===== src/rtl/icache_refill.sv =====
`default_nettype none
// ============================================================================
// Module  : icache_refill
// Brief   : ICache line refill engine. Reads a BLOCK_SIZE-byte line one byte
//           at a time through the shared RAM arbiter and returns the whole line
//           with a one-cycle memDataValid pulse. Defining
//           ICACHE_REFILL_PREFETCH_EN enables next-line prefetch.
// Rev     : 1.0
// ============================================================================
module icache_refill #(
   parameter int ADDR_WIDTH  = 17,
   parameter int BLOCK_WIDTH = 4,
   parameter int BLOCK_SIZE  = 2**BLOCK_WIDTH
) (
   input  logic                               clkIn,
   input  logic                               resetIn,
   input  logic                               missIn,
   input  logic [ADDR_WIDTH-BLOCK_WIDTH-1:0]  missAddrIn,
   input  logic                               flushIn,
   input  logic                               memGrantIn,
   input  logic [7:0]                         memByteIn,
   output logic                               memReqOut,
   output logic                               memReadEnOut,
   output logic [ADDR_WIDTH-1:0]              memAddrOut,
   output logic                               memDataValid,
   output logic [ADDR_WIDTH-BLOCK_WIDTH-1:0]  memAddr,
   output logic [BLOCK_SIZE*8-1:0]            memDataOut,
   output logic                               busyOut
);

   localparam int BASE_WIDTH = ADDR_WIDTH - BLOCK_WIDTH;
   localparam int CNT_WIDTH  = BLOCK_WIDTH + 1;
   localparam logic [CNT_WIDTH-1:0] c_blockSize = CNT_WIDTH'(BLOCK_SIZE);
   localparam logic [CNT_WIDTH-1:0] c_lastIdx   = CNT_WIDTH'(BLOCK_SIZE - 1);

   typedef enum logic [1:0] {
      IDLE  = 2'd0,
      FETCH = 2'd1,
      DONE  = 2'd2,
      COOL  = 2'd3
   } state_t;

   state_t                    r_state;
   state_t                    w_nextState;
   logic [BASE_WIDTH-1:0]     r_base;
   logic [BASE_WIDTH-1:0]     w_startBase;
   logic [CNT_WIDTH-1:0]      r_issueCnt;
   logic [CNT_WIDTH-1:0]      r_recvCnt;
   logic                      r_pending;
   logic [BLOCK_SIZE*8-1:0]   r_line;
   logic [BLOCK_SIZE*8-1:0]   w_lineNext;
   logic                      w_readEn;
   logic                      w_start;
   logic                      w_kill;
   logic                      w_abort;
`ifdef ICACHE_REFILL_PREFETCH_EN
   logic                      r_prefetch;
   logic                      w_startPf;

   // A demand miss on a different block takes priority over a speculative fetch.
   assign w_abort = r_prefetch && missIn && (missAddrIn != r_base);
`else
   assign w_abort = 1'b0;
`endif

   assign w_readEn     = (r_state == FETCH) && memGrantIn && (r_issueCnt < c_blockSize);
   assign memReqOut    = (r_state == FETCH);
   assign memReadEnOut = w_readEn;
   assign memAddrOut   = (r_state == FETCH) ? {r_base, r_issueCnt[BLOCK_WIDTH-1:0]} : '0;
   assign memDataValid = (r_state == DONE);
   assign busyOut      = (r_state != IDLE);

   always_comb begin
      w_lineNext = r_line;
      if (r_pending) begin
         w_lineNext[{r_recvCnt[BLOCK_WIDTH-1:0], 3'b000} +: 8] = memByteIn;
      end
   end

   always_comb begin
      w_nextState = r_state;
      w_start     = 1'b0;
      w_startBase = missAddrIn;
      w_kill      = 1'b0;
`ifdef ICACHE_REFILL_PREFETCH_EN
      w_startPf   = 1'b0;
`endif
      case (r_state)
         IDLE: begin
            if (missIn && !flushIn) begin
               w_nextState = FETCH;
               w_start     = 1'b1;
            end
         end
         FETCH: begin
            if (flushIn || w_abort) begin
               w_nextState = IDLE;
               w_kill      = 1'b1;
            end else if (r_pending && (r_recvCnt == c_lastIdx)) begin
               w_nextState = DONE;
            end
         end
         DONE: begin
            w_nextState = COOL;
         end
         COOL: begin
            w_nextState = IDLE;
`ifdef ICACHE_REFILL_PREFETCH_EN
            if (!missIn && !flushIn && !r_prefetch) begin
               w_nextState = FETCH;
               w_start     = 1'b1;
               w_startBase = r_base + BASE_WIDTH'(1);
               w_startPf   = 1'b1;
            end
`endif
         end
         default: begin
            w_nextState = IDLE;
         end
      endcase
   end

   always_ff @(posedge clkIn or negedge resetIn) begin
      if (!resetIn) begin
         r_state    <= IDLE;
         r_base     <= '0;
         r_issueCnt <= '0;
         r_recvCnt  <= '0;
         r_pending  <= 1'b0;
         r_line     <= '0;
         memAddr    <= '0;
         memDataOut <= '0;
`ifdef ICACHE_REFILL_PREFETCH_EN
         r_prefetch <= 1'b0;
`endif
      end else begin
         r_state <= w_nextState;
         if (w_start) begin
            r_base     <= w_startBase;
            r_issueCnt <= '0;
            r_recvCnt  <= '0;
            r_pending  <= 1'b0;
`ifdef ICACHE_REFILL_PREFETCH_EN
            r_prefetch <= w_startPf;
`endif
         end else if (w_kill) begin
            // Any byte still in flight is dropped along with the counters.
            r_issueCnt <= '0;
            r_recvCnt  <= '0;
            r_pending  <= 1'b0;
`ifdef ICACHE_REFILL_PREFETCH_EN
            r_prefetch <= 1'b0;
`endif
         end else if (r_state == FETCH) begin
            r_pending <= w_readEn;
            if (w_readEn) begin
               r_issueCnt <= r_issueCnt + CNT_WIDTH'(1);
            end
            if (r_pending) begin
               r_line    <= w_lineNext;
               r_recvCnt <= r_recvCnt + CNT_WIDTH'(1);
            end
            if (w_nextState == DONE) begin
               memAddr    <= r_base;
               memDataOut <= w_lineNext;
            end
         end
      end
   end

endmodule
`default_nettype wire


===== config.mk =====
export PLATFORM = sky130hd
export DESIGN_NAME = icache_refill
export DESIGN_NICKNAME = d
export VERILOG_FILES = /design/src/rtl/icache_refill.sv
export SDC_FILE = /design/constraint.sdc
export NUM_CORES = 1
export LEC_CHECK = 0
export CORE_AREA = 8 8 223 225
export DETAILED_ROUTE_END_ITERATION = 7
export DIE_AREA = 0 0 231 233
export PLACE_DENSITY = 0.49
export SLEW_MARGIN = 20
export SYNTH_ARGS = -nofsm -noshare
export SYNTH_HDL_FRONTEND = slang
export SYNTH_SLANG_ARGS = --single-unit

===== constraint.sdc =====
create_clock -name clkIn -period 3.7 [get_ports clkIn]
set_clock_uncertainty 0.15 [all_clocks]
set_input_delay 0.37 -clock clkIn [delete_from_list [all_inputs] [get_ports clkIn]]
set_output_delay 0.37 -clock clkIn [all_outputs]
set_load 0.005 [all_outputs]

==> flow_summary.toml, run 1 <==
[sta]
whs_ns = 0.246
rsz0062_at_grt = "false"
slew-limit-headroom = 0.339
period_share = 0.822
worst-slew-pin-transition_ns = 0.990
fmax_mhz = 329
slew_viol_final = 0
hold_violations = 0
min_period_ns = 3.04
setup_viol = 0
fin_tns_setup_ns = 0

[power]
p_sw_frac = 0.263
ir_drop_mv = 0.235
pwr-share-clk = 0.462
netSwitchingPower_uw = 2100
seq_power_share = 0.421
leakage_uw = 0.00770
power_frac_comb = 0.117
p_per_area_nw_per_um2 = 456
total_power_uw = 7980
internal_power_uw = 5880

[route]
ant_nets = 0
routed_wl_mm = 44.1
drc = 0
drt_iter0_drc = 871
vias = 10700
dr.pass1.iters = 5
post_drt_wl_per_cell_um = 21.0
routed_via_density = 5.10

[global_routing]
use_met2 = 0.252
busiest_layer = "met2"
grt_use_met1 = 0.220
grt_max_degree = 88
grt_pass1_wl_mm = 68.3
first_global_vias = 10900
grt-ovfl-total = 0
gr-usage-met3 = 0.0391
grtUsageTotal = 0.162
grt_antenna_before_repair = 0

[clock_tree]
cts_tree = "done"
path_clk_slew_ns = 0.06
cts_repair_resize_count = 0
cts_root_buffer = "clkbuf_16"
clock_latency_ns = 0.54
cts_buffers = 35
clockBufferDepth = 3
clock_sink_count = 295
cts_max_level = 2

[critical_path]
critical_path_required_ns = 3.18
endpoint_kind = "primary output"
path_class = "flip-flop to primary output"
worstPathArrival_ns = 2.52
start_kind = "flip-flop"
critPathMaxFanout = 20

[yosys]
mappedNetlistArea_um2 = 13700
async_flop_share = 1.00
ys_seq_area_frac = 0.540
yosysUniqueCellTypes = 63
syn_area_per_cell_um2 = 10.4
synth_fp_nets = 1349
synthCells = 1317
yosysWarnings = 0
ys_ff_latch = 295
synth_edf_count = 0
synth-main-ff-cell = "dfrtp_1"

[cells_and_area]
area.sequential_um2 = 7380
diodes = 0
finalNonFillerCells = 2103
fillers = 4618
drive_above_1_share = 0.171
multiInputGateArea_um2 = 5800
fin_nets = 1503
syn_to_final_growth_pct = 28.2

[worst_hold_path]
hold_path_class = "input pin to async pin"

[placement]
gp_congestion = 0.752
dp_hpwl_mm = 29.5
port-buffer-count = 187
place_inst = 2040

[floorplan]
pin_count = 188
initial_core_util = 0.297
core_area_um2 = 46100
rows = 79
die_x_um = 231
dieArea_um2 = 53800
die_h_um = 233

[run_status]
run_status = "complete, no violations"

[job]
drv_cap = 0
## synthesized netlist by cell type, types with 5 or more instances
library cell | instances | area (um^2)
nor2b_1 | 6 | 37.5
mux2i_1 | 28 | 280
and2_1 | 30 | 188
a21oi_1 | 60 | 300
nand4_1 | 17 | 106
and3_1 | 11 | 68.8
inv_1 | 8 | 30.0
ha_1 | 6 | 75.1
o21ai_0 | 122 | 611
dfrtp_1 | 295 | 7380
a31oi_1 | 95 | 594
nand3_1 | 38 | 190
mux2_4 | 5 | 75.1
nand2_1 | 104 | 390
nor3_1 | 6 | 30.0
clkbuf_1 | 85 | 319
nor2_1 | 137 | 514
nand2b_1 | 7 | 43.8
buf_2 | 24 | 120
or4_1 | 18 | 135
or3_1 | 9 | 56.3
mux2_2 | 133 | 1500
o211ai_1 | 10 | 75.1
## worst max-delay path: stages, from the launching register on
cell and delay [ns]:
dfrtp_1 0.52, nand2b_1 0.22, inv_1 0.48, and2_1 0.22
clkdlybuf4s50_1 0.54
## per-layer routing
layer / wire length [um] / vias to the layer above
met5: 0 / -
met4: 1130 / 0
met3: 2500 / 69
met2: 20100 / 266
met1: 20300 / 5363
li1: - / 5019
## logic make-up after synthesis
| family | synth area share |
|---|---|
| and+or+nand+nor | 0.140 |
| AOI/OAI and AO/OA | 0.139 |
| DFF | 0.540 |
| muxes | 0.136 |
| buffers and inverters | 0.0379 |
| adders and majority gates | 0.00549 |
| xor gates and xnor gates | 0.00256 |
## cells in the final DEF, fill, tap and decap left out, drive strengths merged, types with 2 or more instances in the layout
master and n:
o32ai 2, and3 11, a2bb2oi 3, mux2 138, nand3 38, o211ai 10
dfrtp 295, buf 46, and2 30, ha 6, xor2 3, inv 8
nand2b 7, nor4 3, clkbuf 54, or3 9, a21o 2, or2 3
nand2 104, nor3b 2, clkinv 3, a211oi 3, bufinv 4, a21oi 61
o21ai 125, nor2b 6, nor2 138, or4 18, a211o 4, mux2i 28
nor3 7, nand4 17, o2111ai 2, clkdlybuf4s50 186, o31ai 4, a31oi 95
## worst paths after layout
kind	start	to	slack, ns	cells past startpoint
hold / removal	resetIn	memDataOut[107]	0.25	2
max in group asynchronous	resetIn	memDataOut[19]	2.24	3
hold reg to reg	memAddr[2]	memAddr[2]	0.32	2
setup / recovery	r_state[1]	memAddrOut[15]	0.66	4
setup reg to reg	r_recvCnt[1]	r_line[23]	0.66	7
min in group clkIn	missAddrIn[10]	r_base[10]	0.30	2
## flip-flops by register name, summed over array words and instances, names as in the netlist
| name | cells |
|---|---|
| memDataOut | 128 |
| r_line | 128 |
| memAddr | 13 |
| r_base | 13 |
| r_issueCnt | 5 |
| r_recvCnt | 5 |
| r_state | 2 |
| r_pending | 1 |
## metrics by stage
stage          area [um^2]  utilization  setup slack (ns)
2_1_floorplan        13700            -             0.505
3_3_place_gp         16300        0.353             0.709
3_5_place_dp         16300        0.353             0.629
4_1_cts              17500        0.380             0.565
5_1_grt              17500        0.380             0.447
6_report             17500        0.380             0.657
## cell type report
| cell class | count | area share |
|---|---|---|
| clock buffer | 54 | 0.0622 |
| clock inverter | 8 | 0.00814 |
| multi-input combinational | 898 | 0.331 |
| tap | 607 | 0.0434 |
| sequential | 295 | 0.421 |
| inverter | 8 | 0.00171 |
| timing repair buffer | 233 | 0.132 |
## timing repair
action | in CTS | in global routing
endpoints found under the hold margin | 67 | 0
hold buffers | 1 | 0
setup buffers | 0 | 0
## power groups by stage
stage	Sequential, uW	Clock, uW	Combinational [uW]
finish	3360	3690	935
global route	3370	3920	1020
CTS	3360	3800	950
detailed placement	3420	0	945
global placement	3410	0	940
floorplan	3380	0	546
No activity file was read; power rests on OpenSTA's default activity.
==> inputs of run 2 (changes only) <==
==> constraint.sdc (replaced) <==
create_clock -name clkIn -period 3.01 [get_ports clkIn]
set_clock_uncertainty 0.15 [all_clocks]
set_input_delay 0.301 -clock clkIn [delete_from_list [all_inputs] [get_ports clkIn]]
set_output_delay 0.301 -clock clkIn [all_outputs]
set_load 0.005 [all_outputs]
==> flow_summary.toml, run 2 (synthesis gave the netlist of run 1 again) <==
[power]
internal_power_uw = 7200
power_frac_comb = 0.124
seq_power_share = 0.420
netSwitchingPower_uw = 2600
pwr-share-clk = 0.455
p_sw_frac = 0.266
ir_drop_mv = 0.260
p_per_area_nw_per_um2 = 552
leakage_uw = 0.00784

[route]
routed_via_density = 5.09
post_drt_wl_per_cell_um = 20.8
routed_wl_mm = 44.5
drc = 0
ant_nets = 0
dr.pass1.iters = 5
drt_iter0_drc = 832
vias = 10900

[clock_tree]
clock_sink_count = 295
clock_latency_ns = 0.53
clockBufferDepth = 3
path_clk_slew_ns = 0.06
cts_tree = "done"
cts_buffers = 36
cts_root_buffer = "clkbuf_16"
cts_max_level = 2
cts_setup_buffers = 0

[cells_and_area]
fin_nets = 1533
finish.utilization = 0.385
syn_to_final_growth_pct = 29.9
final_cell_mix = "dfrtp_1 (295), clkdlybuf4s50_1 (186), nor2_1 (136)"
drive_above_1_share = 0.191
finalNonFillerCells = 2134
largest_registers = "memDataOut (128), r_line (128)"
layout_commonest_cell = "dfrtp_1"
stdcell_area_um2 = 17800
diodes = 0

[global_routing]
grt_antenna_before_repair = 0
grt_max_degree = 79
grt-ovfl-total = 0
grt_pass1_wl_mm = 68.9
first_global_vias = 11100
grtUsageTotal = 0.163

[floorplan]
rows = 79
dieArea_um2 = 53800
die_x_um = 231
initial_core_util = 0.297
core_area_um2 = 46100
pin_count = 188
die_h_um = 233

[sta]
rsz0062_at_grt = "false"
fmax_mhz = 351
min_period_ns = 2.85
fin_tns_setup_ns = 0
period_share = 0.947
slew-limit-headroom = 0.348
worst-slew-pin-transition_ns = 0.977
hold_violations = 0
setup_viol = 0
slew_viol_final = 0
worst_slack_ns = 0.158

[critical_path]
start_kind = "flip-flop"
worstPathArrival_ns = 2.40
r2r_slack_ns = 0.21
endpoint_kind = "primary output"
critPathMaxFanout = 13
path_class = "flip-flop to primary output"
critical_path_required_ns = 2.56

[placement]
placedInstanceArea_um2 = 16500
port-buffer-count = 187
place_inst = 2068
dp_hpwl_mm = 30.4
dpl_worst_slack_ns = 0.302
gp_congestion = 0.759

[job]
drv_cap = 0

[worst_hold_path]
hold_path_class = "input pin to async pin"

[run_status]
run_status = "complete, no violations"
run 2: worst max-delay path: stages, from the launching register on:
cell	delay (ns)
dfrtp_1	0.58
nand2b_2	0.30
clkinvlp_4	0.27
and2_1	0.24
clkdlybuf4s50_1	0.48
run 2: final timing paths:
| check | start | end | cells after the start |
|---|---|---|---|
| max in group asynchronous | resetIn | memDataOut[100] | 3 |
| max | r_state[1] | memAddrOut[0] | 4 |
| min in group clkIn | missAddrIn[10] | r_base[10] | 2 |
| min | resetIn | r_line[104] | 2 |
| min reg2reg | memAddr[2] | memAddr[2] | 2 |
| max reg2reg | r_recvCnt[1] | r_line[121] | 7 |
run 2: area by class of cell:
type / instances / area, um^2
repair inverters: 1 / 7.51
inverters: 8 / 33.8
well taps: 607 / 759
clock inverters: 11 / 139
multi-input cells: 898 / 5810
repair buffers: 261 / 2530
clock buffers: 53 / 1090
fillers: 4606 / 28300
flip-flops and latches: 295 / 7380
run 2: metrics by stage:
stage	hold slack, ns	power (uW)
2_1_floorplan	-0.145	4830
3_3_place_gp	0.194	5400
3_5_place_dp	0.196	5400
4_1_cts	0.192	9940
5_1_grt	0.206	10200
6_report	0.206	9800
run 2: timing repair:
| item | 4_1_cts | 5_1_grt |
|---|---|---|
| endpoints found under the hold margin | 65 | 0 |
| resized for setup | 1 | 2 |
| hold buffers | 1 | 0 |
| endpoints found under the setup margin | 8 | 17 |
| gates cloned | 0 | 1 |
| pin swaps | 0 | 0 |
run 2: power by group through the flow:
stage / Sequential [uW] / Combinational, uW / Clock, uW
finish: 4120 / 1220 / 4460
detailed placement: 4190 / 1220 / 0
global route: 4130 / 1330 / 4760
global placement: 4190 / 1210 / 0
floorplan: 4160 / 675 / 0
CTS: 4120 / 1220 / 4600
run 2: routing by layer:
layer	vias up	share of wire	GRT usage
met5	-	0	0
met4	0	0.018	0.0477
met3	50	0.058	0.0390
met2	242	0.46	0.258
met1	5497	0.46	0.219
li1	5073	-	-
==> inputs of run 3 (changes only) <==
--- a/config.mk
+++ b/config.mk
@@ -5,10 +5,12 @@
 export SDC_FILE = /design/constraint.sdc
 export NUM_CORES = 1
 export LEC_CHECK = 0
-export CORE_AREA = 8 8 223 225
+export ABC_AREA = 1
+export CORE_AREA = 8 8 225 227
 export DETAILED_ROUTE_END_ITERATION = 7
-export DIE_AREA = 0 0 231 233
-export PLACE_DENSITY = 0.49
+export DIE_AREA = 0 0 233 235
+export PLACE_DENSITY = 0.48
+export SKIP_CTS_REPAIR_TIMING = 1
 export SLEW_MARGIN = 20
 export SYNTH_ARGS = -nofsm -noshare
 export SYNTH_HDL_FRONTEND = slang
==> constraint.sdc (replaced) <==
create_clock -name clkIn -period 2.7 [get_ports clkIn]
set_clock_uncertainty 0.15 [all_clocks]
set_input_delay 0.27 -clock clkIn [delete_from_list [all_inputs] [get_ports clkIn]]
set_output_delay 0.27 -clock clkIn [all_outputs]
set_load 0.005 [all_outputs]
==> flow_summary.toml, run 3 <==
[run_status]
run_status = "complete, no violations"

[cells_and_area]
syn_to_final_growth_pct = 28.8
largest_registers = "memDataOut (128), r_line (128)"
drive_above_1_share = 0.0596
fin_nets = 2036
final_cell_mix = "nand2_1 (730), nand3_1 (374), dfrtp_1 (295)"
finish.utilization = 0.379
layout_commonest_cell = "nand2_1"

[yosys]
mappedNetlistArea_um2 = 13900
ys_seq_area_frac = 0.532
synth_edf_count = 0
synthCells = 1820
syn_area_per_cell_um2 = 7.62
yosysTopAreaCellShare = 0.532
synth_largest_area_cell = "dfrtp_1"
async_flop_share = 1.00
ys_top_cells_by_area = "dfrtp_1 (53%), nand2_1 (20%), nand3_1 (13%)"
yosysMostFrequentCell = "nand2_1"
synth-main-ff-cell = "dfrtp_1"
ys_ff_latch = 295
synth_fp_nets = 1852
yosysUniqueCellTypes = 26
yosysWarnings = 0
synth_commonest_cells = "nand2_1 (731), nand3_1 (374), dfrtp_1 (295)"

[critical_path]
cpMaxStageDelayCell = "clkdlybuf4s50_1"
critPathMaxFanout = 20
critPathBufInv = 3
critPathMaxStageDelay_ns = 0.56
cp_top_family = "buffers and inverters"
start_kind = "flip-flop"
critical_path_required_ns = 2.28
worstPathArrival_ns = 2.10
path_class = "flip-flop to primary output"
endpoint_kind = "primary output"
path_depth = 5
reg2regPathDepth = 11
cp_cell_sequence = "inv_1 -> nand2_1 -> buf_4 -> nor2_1 -> clkdlybuf4s50_1"

[worst_hold_path]
hold_path_class = "input pin to async pin"

[clock_tree]
path_clk_slew_ns = 0.06
cts_tree = "done"
clock_latency_ns = 0.54
clock_sink_count = 295
cts_root_buffer = "clkbuf_16"
cts_buffers = 37
cts_max_level = 2
clockBufferDepth = 3

[global_routing]
grt_antenna_before_repair = 2
grt_pass1_wl_mm = 73.1
grt-ovfl-total = 0
grt_max_degree = 123
grtUsageTotal = 0.169
first_global_vias = 12200

[sta]
hold_violations = 0
worst-slew-pin-transition_ns = 0.712
rsz0062_at_grt = "false"
setup_viol = 0
slew_viol_final = 0
period_share = 0.935
min_period_ns = 2.52
slew-limit-headroom = 0.525
fin_tns_setup_ns = 0
fmax_mhz = 396

[floorplan]
core_area_um2 = 47100
die_h_um = 235
die_x_um = 233
rows = 80
pin_count = 188
dieArea_um2 = 54800
initial_core_util = 0.294

[route]
drt_iter0_drc = 983
drc = 0
dr.pass1.iters = 5
ant_nets = 0
vias = 12400
routed_wl_mm = 46.3
routed_via_density = 4.70
post_drt_wl_per_cell_um = 17.5

[job]
drv_cap = 0

[power]
leakage_uw = 0.00931
total_power_uw = 10700
ir_drop_mv = 0.375
p_per_area_nw_per_um2 = 600

[placement]
dp_hpwl_mm = 31.5
port-buffer-count = 187
gp_congestion = 0.847
==> run 3: changes by cell type in the layout (fill, tap and decap cells not counted), sizes merged, moves of 30 or more <==
cell	delta
nand2	+630
nand3	+336
inv	+169
mux2	-138
a31oi	-95
nor2	-76
o21ai	-76
a21oi	-50
and2	-30
==> run 3: per-layer routing <==
layer  GRT usage  wire, um  share of wire
met5           0        11        0.00024
met4      0.0533      1160          0.025
met3      0.0335      2530          0.055
met2       0.260     21200           0.46
met1       0.235     21400           0.46
==> run 3: stage by stage <==
stage / setup slack, ns / cell area [um^2] / hold slack [ns] / std cells
CTS: 0.109 / 17900 / -0.461 / 2645
detailed placement: 0.224 / 16600 / 0.122 / 2579
floorplan: 0.561 / 13900 / -0.176 / 1820
global route: 0.0181 / 17900 / 0.163 / 2646
finish: 0.176 / 17900 / 0.117 / 2647
global placement: 0.249 / 16600 / 0.119 / 2579
==> run 3: path summary, 6_finish.rpt <==
check                         startpoint        endpoint  slack, ns
setup / recovery              r_state[1]    memReadEnOut       0.18
hold / removal                   resetIn      r_line[50]       0.12
setup reg to reg            r_recvCnt[1]      r_line[62]       0.19
hold reg to reg               r_line[12]      r_line[12]       0.33
max in group asynchronous        resetIn  memDataOut[25]       1.52
min in group clkIn         missAddrIn[7]       r_base[7]       0.15
==> run 3: cells by family after synthesis <==
kind of cell    synth area share
compound gates            0.0239
xor+xnor                0.000632
fa+ha+maj                0.00541
buf+inv                   0.0760
flops                      0.532
simple gates               0.362
==> run 3: report_power, final <==
part	internal (uW)	switching, uW
sequential	4540	39.5
clock	3080	1940
combinational	329	792
==> run 3: cell type report <==
cell class | count | area, um^2
Clock inverter | 6 | 83.8
Tap cell | 615 | 769
Sequential cell | 295 | 7380
Multi-Input combinational cell | 1259 | 5460
Timing Repair Buffer | 232 | 2350
Inverter | 179 | 676
Antenna cell | 1 | 2.50
Fill cell | 4855 | 29300
Clock buffer | 60 | 1140
